`config.mk`:
```
export PLATFORM = sky130hd
export DESIGN_NAME = manchester_frame_decoder
export DESIGN_NICKNAME = d
export VERILOG_FILES = /design/src/rtl/manchester_frame_decoder_pkg.sv /design/src/rtl/manchester_frame_decoder_deserializer.sv /design/src/rtl/manchester_frame_decoder.sv
export SDC_FILE = /design/constraint.sdc
export NUM_CORES = 1
export LEC_CHECK = 0
export BUFFER_PORTS_ARGS = -buffer_cell sky130_fd_sc_hd__buf_2
export CORE_MARGIN = 2
export CORE_UTILIZATION = 49
export CTS_CLUSTER_DIAMETER = 200
export CTS_CLUSTER_SIZE = 30
export DETAILED_ROUTE_END_ITERATION = 8
export PLACE_DENSITY = 0.72
export SKIP_LAST_GASP = 1
export SLEW_MARGIN = 10
export SYNTH_ARGS = -nofsm -noshare
export SYNTH_HDL_FRONTEND = slang
export SYNTH_SLANG_ARGS = --single-unit
```
`constraint.sdc`:
```
create_clock -name clock -period 1.6 [get_ports clock]
set_input_delay 0.08 -clock clock [delete_from_list [all_inputs] [get_ports clock]]
set_output_delay 0.08 -clock clock [all_outputs]
set_load 0.05 [all_outputs]
```
`src/rtl/manchester_frame_decoder_pkg.sv`:
```
// Shared types and helpers for the Manchester frame decoder.
package manchester_pkg;

    typedef enum logic [1:0] {
        ARMED   = 2'd0,
        TIMING  = 2'd1,
        LOOKING = 2'd2,
        FOUND   = 2'd3
    } state_t;

    // A falling mid-bit edge means 1 at normal polarity; polarity inverts it.
    function automatic logic decode_bit(input logic neg_edge, input logic polarity);
        return neg_edge ^ polarity;
    endfunction

endpackage

```
`src/rtl/manchester_frame_decoder_deserializer.sv`:
```
// Collects decoded bits into words and presents each completed word.
module manchester_deserializer
    import manchester_pkg::*;
#(
    parameter int DATA_WIDTH = 8,
    parameter int MSB_FIRST  = 1,
    parameter int CW         = $clog2(DATA_WIDTH + 1)
) (
    input  logic                  clock,
    input  logic                  reset,
    input  logic                  bit_in,
    input  logic                  bit_strobe,
    input  logic                  clear,
    output logic [CW-1:0]         bit_count,
    output logic [DATA_WIDTH-1:0] word_data,
    output logic                  word_valid
);

    logic [DATA_WIDTH-1:0] shift_q, shift_d, shifted;
    logic [CW-1:0]         bit_count_q, bit_count_d;
    logic [DATA_WIDTH-1:0] word_data_q, word_data_d;
    logic                  word_valid_q, word_valid_d;

    // Shift in new bits, and hand the full word out on the tick its last bit lands.
    always_comb begin
        shift_d      = shift_q;
        bit_count_d  = bit_count_q;
        word_data_d  = word_data_q;
        word_valid_d = 1'b0;
        if (MSB_FIRST != 0) begin
            shifted = {shift_q[DATA_WIDTH-2:0], bit_in};
        end else begin
            shifted = {bit_in, shift_q[DATA_WIDTH-1:1]};
        end
        if (clear) begin
            shift_d     = '0;
            bit_count_d = '0;
        end else if (bit_strobe) begin
            if (bit_count_q == CW'(DATA_WIDTH - 1)) begin
                word_data_d  = shifted;
                word_valid_d = 1'b1;
                bit_count_d  = '0;
                shift_d      = '0;
            end else begin
                shift_d     = shifted;
                bit_count_d = bit_count_q + CW'(1);
            end
        end
    end

    // Deserialiser state registers.
    always_ff @(posedge clock or posedge reset) begin
        if (reset) begin
            shift_q      <= '0;
            bit_count_q  <= '0;
            word_data_q  <= '0;
            word_valid_q <= 1'b0;
        end else begin
            shift_q      <= shift_d;
            bit_count_q  <= bit_count_d;
            word_data_q  <= word_data_d;
            word_valid_q <= word_valid_d;
        end
    end

    assign bit_count  = bit_count_q;
    assign word_data  = word_data_q;
    assign word_valid = word_valid_q;

endmodule

```
`src/rtl/manchester_frame_decoder.sv`:
```
// Manchester bit recovery from pre-detected line edges, with framing and word assembly.
module manchester_frame_decoder
    import manchester_pkg::*;
#(
    parameter int HALF_PERIOD = 9,
    parameter int DATA_WIDTH  = 8,
    parameter int POLARITY    = 0,
    parameter int MSB_FIRST   = 1
) (
    input  logic                  clock,
    input  logic                  reset,
    input  logic                  enable,
    input  logic                  pos_edge,
    input  logic                  neg_edge,
    output logic                  manchester_clock,
    output logic                  manchester_data,
    output logic                  transmission_begin,
    output logic [DATA_WIDTH-1:0] word_data,
    output logic                  word_valid,
    output logic                  frame_end,
    output logic                  frame_error
);

    localparam int   QUARTER = HALF_PERIOD / 2;
    localparam int   TW      = $clog2(HALF_PERIOD + 1);
    localparam int   CW      = $clog2(DATA_WIDTH + 1);
    localparam logic [TW-1:0] QUARTER_T = TW'(QUARTER);
    localparam logic [TW-1:0] HALF_T    = TW'(HALF_PERIOD);
    localparam logic POL_BIT = (POLARITY != 0);

    state_t        state_q, state_d;
    logic [TW-1:0] timer_q, timer_d;
    logic          mclk_q, mclk_d;
    logic          mdata_q, mdata_d;
    logic          begin_q, begin_d;
    logic          fend_q, fend_d;
    logic          ferr_q, ferr_d;
    logic          bit_strobe, des_clear, bit_val;
    logic [CW-1:0] bit_count;

    // Edge-timing FSM: next state, timer and registered output values per enabled tick.
    always_comb begin
        state_d    = state_q;
        timer_d    = timer_q;
        mclk_d     = mclk_q;
        mdata_d    = mdata_q;
        begin_d    = 1'b0;
        fend_d     = 1'b0;
        ferr_d     = 1'b0;
        bit_strobe = 1'b0;
        des_clear  = 1'b0;
        bit_val    = decode_bit(neg_edge, POL_BIT);
        if (enable) begin
            timer_d = '0;
            mclk_d  = 1'b0;
            case (state_q)
                ARMED: begin
                    if (pos_edge) begin
                        state_d   = TIMING;
                        begin_d   = 1'b1;
                        des_clear = 1'b1;
                    end
                end
                TIMING: begin
                    timer_d = timer_q + TW'(1);
                    if (timer_q > QUARTER_T) begin
                        state_d = LOOKING;
                        timer_d = '0;
                    end
                end
                LOOKING: begin
                    timer_d = timer_q + TW'(1);
                    if (pos_edge && neg_edge) begin
                        ferr_d    = 1'b1;
                        state_d   = ARMED;
                        des_clear = 1'b1;
                        timer_d   = '0;
                    end else if (pos_edge || neg_edge) begin
                        mdata_d    = bit_val;
                        mclk_d     = 1'b1;
                        bit_strobe = 1'b1;
                        timer_d    = '0;
                        state_d    = FOUND;
                    end else if (timer_q >= HALF_T) begin
                        state_d   = ARMED;
                        fend_d    = 1'b1;
                        ferr_d    = (bit_count != '0);
                        des_clear = 1'b1;
                        timer_d   = '0;
                    end
                end
                FOUND: begin
                    timer_d = timer_q + TW'(1);
                    if (timer_q >= QUARTER_T) begin
                        state_d = TIMING;
                        timer_d = '0;
                    end
                end
                default: state_d = ARMED;
            endcase
        end
    end

    // FSM state, timer and output registers.
    always_ff @(posedge clock or posedge reset) begin
        if (reset) begin
            state_q <= ARMED;
            timer_q <= '0;
            mclk_q  <= 1'b0;
            mdata_q <= 1'b0;
            begin_q <= 1'b0;
            fend_q  <= 1'b0;
            ferr_q  <= 1'b0;
        end else begin
            state_q <= state_d;
            timer_q <= timer_d;
            mclk_q  <= mclk_d;
            mdata_q <= mdata_d;
            begin_q <= begin_d;
            fend_q  <= fend_d;
            ferr_q  <= ferr_d;
        end
    end

    manchester_deserializer #(
        .DATA_WIDTH(DATA_WIDTH),
        .MSB_FIRST (MSB_FIRST),
        .CW        (CW)
    ) u_deser (
        .clock     (clock),
        .reset     (reset),
        .bit_in    (bit_val),
        .bit_strobe(bit_strobe),
        .clear     (des_clear),
        .bit_count (bit_count),
        .word_data (word_data),
        .word_valid(word_valid)
    );

    assign manchester_clock   = mclk_q;
    assign manchester_data    = mdata_q;
    assign transmission_begin = begin_q;
    assign frame_end          = fend_q;
    assign frame_error        = ferr_q;

endmodule

```
==> results of run 1 <==
-- cells in the mapped netlist (2+ instances only) --
cell	instances	share of area
a21o_1	2	0.0096
a21oi_1	6	0.019
a22oi_1	7	0.034
buf_2	2	0.0064
dfrtp_1	31	0.50
ha_1	12	0.096
inv_1	14	0.034
mux2_2	9	0.065
mux2i_1	2	0.013
nand2_1	8	0.019
nand2b_1	2	0.0080
nand3_1	4	0.013
nand3b_1	2	0.0096
nor2_1	14	0.034
o21ai_0	4	0.013
o21bai_1	2	0.0096
o22ai_1	2	0.0080
o31ai_1	2	0.0096
-- critical path: stages (launching register included) --
cell	delay (ns)
dfrtp_1	0.43
inv_2	0.11
ha_4	0.14
or3b_4	0.44
nand3_4	0.14
nand4_4	0.14
mux2_4	0.34
-- flip-flops by register name, indices dropped and copies added, names as in the netlist, 2 cells and up --
register and cells:
u_deser.shift_q 7, timer_q 4, u_deser.bit_count 4, state_q 2
u_deser.word_data 8
-- timing repair --
action                                 4_1_cts  5_1_grt
gates resized for setup                     24       15
gates cloned                                 2        0
pin swaps                                    6        5
setup endpoints to repair                   26       27
setup buffers                                4        4
hold buffers                                 1        0
endpoints found under the hold margin       31        0
-- placed cells by master, fill, tap and decap left out, types with 4 or more instances in the layout --
master	Yosys	final
a22oi_1	7	7
buf_2	2	18
ha_1	12	8
nand2_1	8	8
dfrtp_1	31	31
mux2_2	9	7
nor2_1	14	6
buf_4	0	24
inv_1	14	11
clkbuf_4	0	5
buf_6	0	4
nor2_2	0	7
-- path summary, 6_finish.rpt --
kind | startpoint | endpoint | slack, ns | depth (start not counted)
max in group asynchronous | reset | u_deser.shift_q[2] | 0.94 | 4
min reg2reg | manchester_clock | manchester_clock | 0.49 | 1
max | timer_q[0] | u_deser.word_data[7] | -0.25 | 6
min in group asynchronous | reset | u_deser.word_data[6] | 0.36 | 4
min | neg_edge | u_deser.word_data[0] | 0.07 | 2
max reg2reg | timer_q[0] | u_deser.word_data[7] | -0.25 | 6
-- power by group --
part,switching (W),leakage (nW),internal [W]
registers,0.0000930,0.424,0.000888
clock network,0.000267,0.0482,0.000369
logic,0.000714,0.602,0.000609
total,0.00107,1.07,0.00187
-- routing by layer --
layer	routed length (µm)	vias up
met5	0	-
met4	85	0
met3	211	8
met2	2192	47
met1	1754	654
li1	-	605
-- metrics by stage --
| step | power [W] | hold WS, ns |
|---|---|---|
| after floorplan | 0.001600 | 0.1835 |
| after global placement | 0.001923 | 0.1692 |
| after detailed placement | 0.001973 | 0.1824 |
| after CTS | 0.002789 | 0.05164 |
| after global routing | 0.003095 | 0.04651 |
| final | 0.002941 | 0.07455 |
-- layout make-up --
class,count,area (µm²)
clock buffer,6,51.30
clock inverter,2,35.03
fill,215,873.3
inverter,14,52.55
multi-input combinational,94,884.6
sequential,31,775.7
tap,44,55.05
timing repair buffer,47,325.3
-- kinds of logic after synthesis --
group / synth area share
AOI/OAI and AO/OA: 0.1463
xor gates and xnor gates: 0.005597
adders and majority gates: 0.09592
buffers and inverters: 0.04556
DFF: 0.4956
muxes: 0.07754
and+or+nand+nor: 0.1335
==> results, run 1 <==
- The global routing met2 resource utilization is 0.3820.
- The number of synthesized flops with an enable pin is 0.
- The pre-CTS setup slack is -0.2332 ns.
- Counting I/O delays and the setup requirement, the final critical path takes 1.847 ns.
- The initial DRC count is 70.
- The power density normalized to cell area is 1349 nW/µm².
- The synthesized netlist net count is 159.
- At the end of the flow the core is filled with cells to 0.7139.
- The worst hold path belongs to the class primary input to flop.
- The global routing's busiest layer is met2.
- The number of standard cells after synthesis is 142.
- Counting every sink on the clock net gives 31.
- The deepest clock path buffer count is 2.
- The total track usage is 0.2308.
- The launching element type of the critical path is a flop.
- The first global-routing pass estimated 5940 µm of wire.
- The first-pass detailed-route iteration total is 4.
- The critical path endpoint category is a flop.
- The via count of the first global-routing pass was 1239.
- In this run the count of I/O pins placed on the die edge is 19.
- For the final database, setup skew stands at 0.007150 ns.
- The largest vdd supply drop is 0.0007202 V.
- Dividing the detail-routed via count by the number of cells gives 5.521.
- Entering global routing, the biggest net connects 32 pins.
- With fillers left out, the area of the finished cells amounts to 2180 µm².
- The initial utilization of the core area, before any placement, comes to 0.5127.
- Of all nets on the critical path, the largest fanout is 5.
- The number of distinct standard cells referenced by the synthesized netlist is 35.
- After layout, the worst setup slack is -0.2465 ns.
- The final worst-path cycle share is 1.154.
- The number of register bits inferred by synthesis is 31.
- The sequential share of the synthesized area is 0.4956.
- During synthesis, Yosys emitted a total of 0 warnings.
- Detailed placement finished with a half-perimeter wire length of 2295 µm.
- The die covers 3663 µm².
- The classification of the worst setup path is flop to flop.
- For this run, global-route usage on met3 was measured as 0.07463.
- The number of pins with negative max-slew slack in the final report came to 0.
- The number of H-tree levels is 2.
- The cell sitting at the root of the clock tree is a clkbuf_4.
- TritonCTS built the clock tree.
- The clock latency at the later pin of the worst-skew pair is 0.33 ns.
- The peak clock frequency supported by timing is 0.5416 GHz.
- Max-cap violations in this run came to 0.
- The ratio of cells with drive above 1 in the final layout is 0.4845.
- The vertical extent of the die is 60.52 µm.
- The core region is 3053 µm².
- Setup repair after global routing could not meet its margin everywhere.
- The mapped netlist covers 1565 µm².
- The row count is 20.
- The last weighted congestion value of the routability-driven placer is 0.8042.
- Including well taps, the total number of placed cells is 219.
- Setup violations remaining at the end of the flow were counted as 28.
- The count of buffers added on input and output ports is 18.
- At the worst endpoint, the arrival time is 2.06 ns.
- From left edge to right edge, the die measures 60.52 µm.
- After detailed routing, the average wire length per cell comes to 17.83 µm.
- The checks that failed: negative setup slack.
- The initial antenna violation count was 0.
- The diode insertion count for antenna repair is 0.
- The final total negative setup slack is -4.621 ns.
- The flow ran to the end, but the final reports show violations.
- The antenna violation net count after detailed routing is 0.
- The placement-stage cell area is 1847 µm².
- The synthesized area per cell is 11.02 µm².
- The routed via count is 1314.
- After detailed routing, the total wire length is 4243 µm.
- For this run, the post-layout net count is 210.
- The most frequently used flop master after synthesis is dfrtp_1.
- The total congestion overflow is 0.
- The area growth from synthesis to layout is 39.25%.
- At the pin with the least slew margin, the transition time is 0.3975 ns.
- In this run, CTS created clock tree buffers numbering 5.
- The reported leakage power is 1.075 nW.
- For met1 alone, demand over resource in global routing was 0.2832.
- The DRC violations left is 0.
- The clock edge transition at the registers on the reported setup and hold paths is 0.10 ns.
- The final count of hold timing violations is 0.
- Of all flip-flops after synthesis, the portion carrying an async set or reset was 1.000.
- For the worst setup path, the data required time is 1.82 ns.
- Leaving out filler cells and counting taps, the final layout contains 238.
- The worst pin sits at a relative slew slack of 0.7350.
Power figures use the tool's default switching activity.
==> run 2, diff against run 1 <==
--- a/config.mk
+++ b/config.mk
@@ -6,7 +6,7 @@
 export NUM_CORES = 1
 export LEC_CHECK = 0
 export BUFFER_PORTS_ARGS = -buffer_cell sky130_fd_sc_hd__buf_2
-export CORE_MARGIN = 2
+export CORE_MARGIN = 3
 export CORE_UTILIZATION = 49
 export CTS_CLUSTER_DIAMETER = 200
 export CTS_CLUSTER_SIZE = 30
==> run 2 against run 1 <==
  * Sequential share of layout area fell by 0.41 points
  * Largest power group unchanged
  * Utilization is 4.7 points higher
  * Critical endpoint is now state_q[1]
  * Final cell count is 0.84% lower
  * Combinational power is 8% higher
  * Clock skew shrank 0.00061 ns
  * The flow still finishes with violations (negative setup slack)
  * Critical path type unchanged
  * Via count down 2.7%
  * Count of clock-buffer cells in the layout is the same
  * Worst setup slack worse by 0.069 ns
  * Global-route usage fell by 2.2 points
  * Power increased by 4.5%
  * Routed wire length fell by 2.1%
==> results, run 2 (synthesized netlist as in run 1, its figures left out) <==
- Setup repair after global routing could not meet its margin everywhere.
- The final worst-path cycle share is 1.197.
- Adding up every negative setup slack in the final design gives -3.661 ns.
- The clock edge transition at the registers on the reported setup and hold paths is 0.10 ns.
- The placed wire-length estimate after detailed placement is 2461 µm.
- Measured on the finished design, the core utilization comes to 0.7614.
- The fill cell total of the finished layout is 196.
- The final count of hold timing violations is 0.
- For this design, the slowest cell found on the critical path is dfrtp_1.
- After detailed routing, the average wire length per cell comes to 17.59 µm.
- The longest clock path from root to sink contains 2 buffers.
- The launching element type of the critical path is a flop.
- The launch point of the worst reg-to-reg path is state_q[1].
- The count of port buffers added during placement is 18.
- The worst path in the final design needs a cycle of 1.915 ns, including I/O delays and setup.
- Routability-driven placement finished with a final weighted congestion of 0.7933.
- Along the worst path, the maximum fanout reaches 3.
- Dividing the detail-routed via count by the number of cells gives 5.419.
- The clock latency at the later pin of the worst-skew pair is 0.33 ns.
- For the pin with the worst max-slew slack, the measured transition is 0.3900 ns.
- Walking the worst path, the cells encountered are buf_6 -> ha_4 -> o21bai_4 -> a21oi_4 -> a2111oi_4 -> buf_4 -> mux2i_1.
- For this block, the routed nets add up to 4152 µm of wire.
- The sequential standard cell area is 777.0 µm².
- The area growth from synthesis to layout is 41.09%.
- Summing over every cut layer, the via total after detailed routing is 1279.
- The initial antenna violation count was 0.
- The type of the most critical hold path is primary input to flop.
- The reported leakage power is 1.076 nW.
- After floorplanning, the core was divided into 19 placement rows.
- Once placement finished, the instance area stood at 1837 µm².
- Summing all multi-input logic gate instances after layout gives 907.1 µm².
- The net count of the finished layout is 210.
- Entering global routing, the biggest net connects 32 pins.
- Power spread over the standard cell area amounts to 1392 nW/µm².
- Once layout is done, the placed cells without fillers occupy 2208 µm².
- For this block, the initial DRC count from the detailed router was 117.
- The total track usage is 0.2088.
- Setup violations remaining at the end of the flow were counted as 26.
- The number of H-tree levels is 2.
- The total clock sinks is 31.
- The first global-routing pass estimated 6465 µm of wire.
- Derived from the worst setup path, the maximum achievable clock frequency is 0.5221 GHz.
- The worst register-to-register path has a depth of 7.
- The flow ran to the end, but the final reports show violations.
- The capture instance of the worst register-to-register path is state_q[1].
- The total congestion overflow is 0.
- The normalized max-slew margin is 0.7400.
- The number of flip-flops under the largest register name is 8.
- The clock buffer count from CTS is 5.
- For this configuration, the core starts out at a cell density of 0.5397.
- The biggest cell delay along the critical path is 0.43 ns.
- The ratio of cells with drive above 1 in the final layout is 0.4948.
- The total die area is 3909 µm².
- The slack of the worst reg-to-reg path is -0.32 ns.
- The most critical setup path has its startpoint at state_q[1].
- TritonCTS built the clock tree.
- The via count of the first global-routing pass is 1357.
- Across the routed clock network, the largest skew measured is 0.006543 ns.
- The endpoint arrival time on the critical path is 2.14 ns.
- IR analysis of the VDD net gives a maximum drop of 0.0007895 V.
- The vertical extent of the die is 62.52 µm.
- The final reports fail on negative setup slack.
- Data on the critical path is required at its endpoint by 1.83 ns.
- In the layout the commonest cells are dfrtp_1, buf_4, buf_2.
- The worst setup path is captured at a flop.
- The horizontal die dimension is 62.52 µm.
- The first-pass detailed-route iteration total is 4.
- The number of pins with negative max-slew slack in the final report came to 0.
- Once detail routing completed, the nets flagged for antenna violations numbered 0.
- For this design the top-level I/O count stands at 19.
- For this run, design rule violations remaining after detail routing come to 0.
- The critical path is of the flop to flop type.
- The number of violations of the max-capacitance limit is 0.
- 0 antenna diodes ended up in the layout.
- The most frequent standard cell in the layout excluding fill and tap cells is dfrtp_1.
- Across all setup checks in the final design, the least slack found is -0.3154 ns.
- The core box area is 2900 µm².
- The tree is rooted in a clkbuf_4.
- Following the worst setup path forward leads to its endpoint at state_q[1].
==> run 2: cell count changes in the layout (fill, tap and decap cells not counted), moves of 2 or more <==
cell,before,now
nand2_2,0,2
nor2_2,7,2
buf_4,24,22
nand2_1,8,6
nor2_1,6,12
buf_6,4,6
==> run 2: layout make-up <==
class / instances / area share
Clock buffer: 6 / 0.02323
Clock inverter: 2 / 0.01586
Inverter: 14 / 0.02380
Multi-Input combinational cell: 94 / 0.4108
Sequential cell: 31 / 0.3518
Tap cell: 42 / 0.02380
Timing Repair Buffer: 47 / 0.1507
==> run 2: worst min path at each step <==
stage / from / endpoint / slack (ns) / cells after the start
after floorplan: reset / frame_end / 0.18 / 1
after global placement: reset / timer_q[0] / 0.17 / 3
after detailed placement: reset / timer_q[2] / 0.18 / 3
after CTS: neg_edge / u_deser.word_data[0] / 0.06 / 2
after global routing: neg_edge / u_deser.word_data[0] / 0.07 / 2
final: neg_edge / u_deser.word_data[0] / 0.07 / 2
==> run 2: through the flow <==
step           std cells  setup WS, ns  total power, W  hold WS, ns
2_1_floorplan        142      -0.09147        0.001600       0.1835
3_3_place_gp         216       -0.2093        0.001893       0.1734
3_5_place_dp         216       -0.2390        0.001956       0.1839
4_1_cts              235       -0.2003        0.002814      0.06114
5_1_grt              236       -0.4198        0.003266      0.06943
6_report             236       -0.3154        0.003074      0.07001
==> run 2: power breakdown <==
part	internal (W)	switching (W)
clock network	0.000369	0.000282
logic	0.000679	0.000749
registers	0.000891	0.000104
==> run 2: layer usage <==
metal	vias to the layer above	GRT usage	part of all wire
met5	-	0	0
met4	0	0.06887	0.024
met3	10	0.05036	0.045
met2	35	0.3688	0.54
met1	636	0.2480	0.40
li1	598	-	-
==> run 2: worst max-delay path, delay by kind of cell, from the launching register on <==
kind	cells	cell delay, ns
mux	1	0.27
compound gates	3	0.63
flops	1	0.43
fa+ha+maj	1	0.16
buf+inv	2	0.32
==> run 2: timing repair <==
action,CTS,global route
pin swaps,17,8
endpoints found under the setup margin,26,27
buffers inserted,8,3
endpoints found under the hold margin,31,0
hold buffers,1,0
resized for setup,25,18
gates cloned,2,0
==> run 3, diff against run 2 <==
==> constraint.sdc (replaced) <==
create_clock -name clock -period 1.6 [get_ports clock]
set_input_delay 0.16 -clock clock [delete_from_list [all_inputs] [get_ports clock]]
set_output_delay 0.16 -clock clock [all_outputs]
set_load 0.05 [all_outputs]
==> run 3 against run 2 <==
  * The flow still finishes with violations (negative setup slack)
  * Critical path type unchanged
  * Non-clock buffer count rose by 1
  * Highest routed layer unchanged
  * Power fell by 2.6%
  * Clock power decreased by 10%
  * Combinational power hardly changed
==> results, run 3 (synthesized netlist as in run 1, its figures left out) <==
- The endpoint of the most critical setup path is state_q[0].
- Row generation in the floorplan step produced 19 rows.
- Tracing the worst setup path back leads to its startpoint at state_q[1].
- Once layout is complete, the cells apart from fillers number 236.
- The count of nets left with antenna violations once routing finished came out at 0.
- The net count of the finished layout is 211.
- The pin slew with the least headroom to its limit is 0.3847 ns.
- The register with the most flip-flops in the layout has 8 of them.
- The initial antenna violation count was 0.
- The most frequent standard cell in the layout excluding fill and tap cells is dfrtp_1.
- STA classifies the critical path endpoint as a flop.
- Setup slack on the worst reg-to-reg path comes out at -0.21 ns.
- The reported leakage power is 1.082 nW.
- The area growth from synthesis to layout is 42.29%.
- The fill cell total of the finished layout is 191.
- The congestion estimate from routability-driven global placement came to 0.7746.
- Measured along the x axis, the die boundary spans 62.52 µm.
- The post-route worst setup slack is -0.2131 ns.
- The launching element type of the critical path is a flop.
- The number of pins with negative max-slew slack in the final report is 0.
- In this run the critical register-to-register path is captured at state_q[0].
- The core region is 2900 µm².
- The initial DRC count is 55.
- The total track usage is 0.1982.
- The endpoint arrival time on the critical path is 2.04 ns.
- The depth of the most critical reg-to-reg path is 6.
- Setup violations remaining at the end of the flow were counted as 27.
- The final total negative setup slack is -3.113 ns.
- The checks that failed: negative setup slack.
- The run finished, with violations left.
- Based on the critical path, the design can be clocked at up to 0.5515 GHz.
- The count of port buffers added during placement is 18.
- The die covers 3909 µm².
- The tree built by TritonCTS fans out to 31 sinks.
- The count of pins on the block boundary is 19.
- The diode insertion count for antenna repair is 0.
- The total congestion overflow is 0.
- Summed over all nets, the half-perimeter wirelength after detailed placement is 2280 µm.
- The worst-case IR drop observed on VDD is 0.0006968 V.
- The number of H-tree levels is 2.
- The classification of the worst setup path is flop to flop.
- The required time reported for the critical path endpoint is 1.83 ns.
- The finished layout cell area is 2227 µm².
- The min-delay analysis places its worst path in the category primary input to flop.
- The number of placed instances, taps included, is 218.
- The clock buffer count from CTS is 5.
- The routed wire length per instance is 16.79 µm.
- The via count of the first global-routing pass is 1316.
- The final count of hold timing violations is 0.
- Setup repair after global routing could not meet its margin everywhere.
- The wire length of the first global-routing pass is 6051 µm.
- The launch point of the worst reg-to-reg path is state_q[1].
- The maximum fanout along the worst path is 3.
- The worst pin sits at a relative slew slack of 0.7435.
- CTS placed an instance of clkbuf_4 at the clock tree root.
- The detailed-route wire length is 3962 µm.
- The clock tree from TritonCTS is yes.
- Power spread over the standard cell area amounts to 1345 nW/µm².
- The number of violations of the max-capacitance limit is 0.
- The placed instances occupy a cell area of 1852 µm².
- In the final layout, the share of cells above drive strength 1 is 0.5103.
- The setup clock skew after layout is 0.007783 ns.
- The initial core utilization is 0.5397.
- The die is 62.52 µm tall.
- The later pin in the worst-skew pair is clocked with a latency of 0.34 ns.
- The DRC violations left is 0.
- The final period demand of the worst path is 1.813 ns.
- The maximum number of pins on one net before global-route repair is 32.
- In the finished design, the share of the clock period the worst path needs comes to 1.133.
- The library cells used most frequently in the layout, excluding fill and tap cells, are dfrtp_1, buf_4, buf_2.
- The ratio of routed vias to standard cells is 5.411.
- Summing over every cut layer, the via total after detailed routing is 1277.
- The clock edge transition at the registers on the reported setup and hold paths is 0.09 ns.
- No sink is reached through more buffers than the 2 on the longest clock path.
- The first-pass detailed-route iteration total is 4.
run 3: cell count changes in the layout (fill, tap and decap cells not counted), sizes merged:
| cell | delta |
|---|---|
| buf | +1 |
| clkinv | -1 |
run 3: cell type report:
| type | count | area, µm² | area share |
|---|---|---|---|
| Clock buffer | 6 | 41.29 | 0.01854 |
| Tap cell | 42 | 52.55 | 0.02360 |
| Sequential cell | 31 | 775.7 | 0.3483 |
| Multi-Input combinational cell | 94 | 942.2 | 0.4230 |
| Timing Repair Buffer | 48 | 332.8 | 0.1494 |
| Clock inverter | 1 | 30.03 | 0.01348 |
| Inverter | 14 | 52.55 | 0.02360 |
run 3: critical path, stage by stage, from the launching register on:
cell       delay, ns
dfrtp_1         0.45
inv_2           0.09
ha_4            0.18
o21bai_1        0.16
a21oi_2         0.10
a2111oi_4       0.39
mux2_4          0.33
run 3: per-layer routing:
layer | vias to the layer above | part of all wire | GRT usage
met3 | 10 | 0.037 | 0.04676
met2 | 28 | 0.54 | 0.3449
met1 | 638 | 0.41 | 0.2294
met4 | 0 | 0.019 | 0.09091
met5 | - | 0 | 0
li1 | 601 | - | -
run 3: worst min path at each step:
stage | startpoint | endpoint | slack [ns] | cells past startpoint
after floorplan | reset | frame_end | 0.26 | 1
final | neg_edge | u_deser.word_data[0] | 0.14 | 2
after global routing | neg_edge | u_deser.word_data[0] | 0.15 | 2
after detailed placement | reset | timer_q[2] | 0.26 | 3
after global placement | reset | timer_q[2] | 0.25 | 3
after CTS | neg_edge | u_deser.word_data[0] | 0.13 | 2
run 3: where the power goes:
part / total, W / switching [W] / internal (W) / leakage, nW
sequential: 0.000983 / 0.0000942 / 0.000889 / 0.424
clock: 0.000584 / 0.000263 / 0.000322 / 0.0383
combinational: 0.00143 / 0.000746 / 0.000683 / 0.620
total: 0.00300 / 0.00110 / 0.00189 / 1.08
run 3: through the flow:
| stage | setup slack (ns) | total power [W] | utilization | hold WS (ns) |
|---|---|---|---|---|
| finish | -0.2131 | 0.002996 | 0.7679 | 0.1444 |
| global route | -0.2981 | 0.003171 | 0.7679 | 0.1466 |
| CTS | -0.1760 | 0.002616 | 0.6967 | 0.1330 |
| detailed placement | -0.2216 | 0.001923 | 0.6385 | 0.2561 |
| global placement | -0.2070 | 0.001878 | 0.6385 | 0.2483 |
| floorplan | -0.09147 | 0.001600 | - | 0.2635 |
run 3: what timing repair did:
action	CTS	global route
buffers inserted	3	5
hold endpoints to repair	31	0
resized for setup	11	38
gates cloned	1	1
hold buffers	1	0
setup endpoints to repair	25	27
pin swaps	5	12
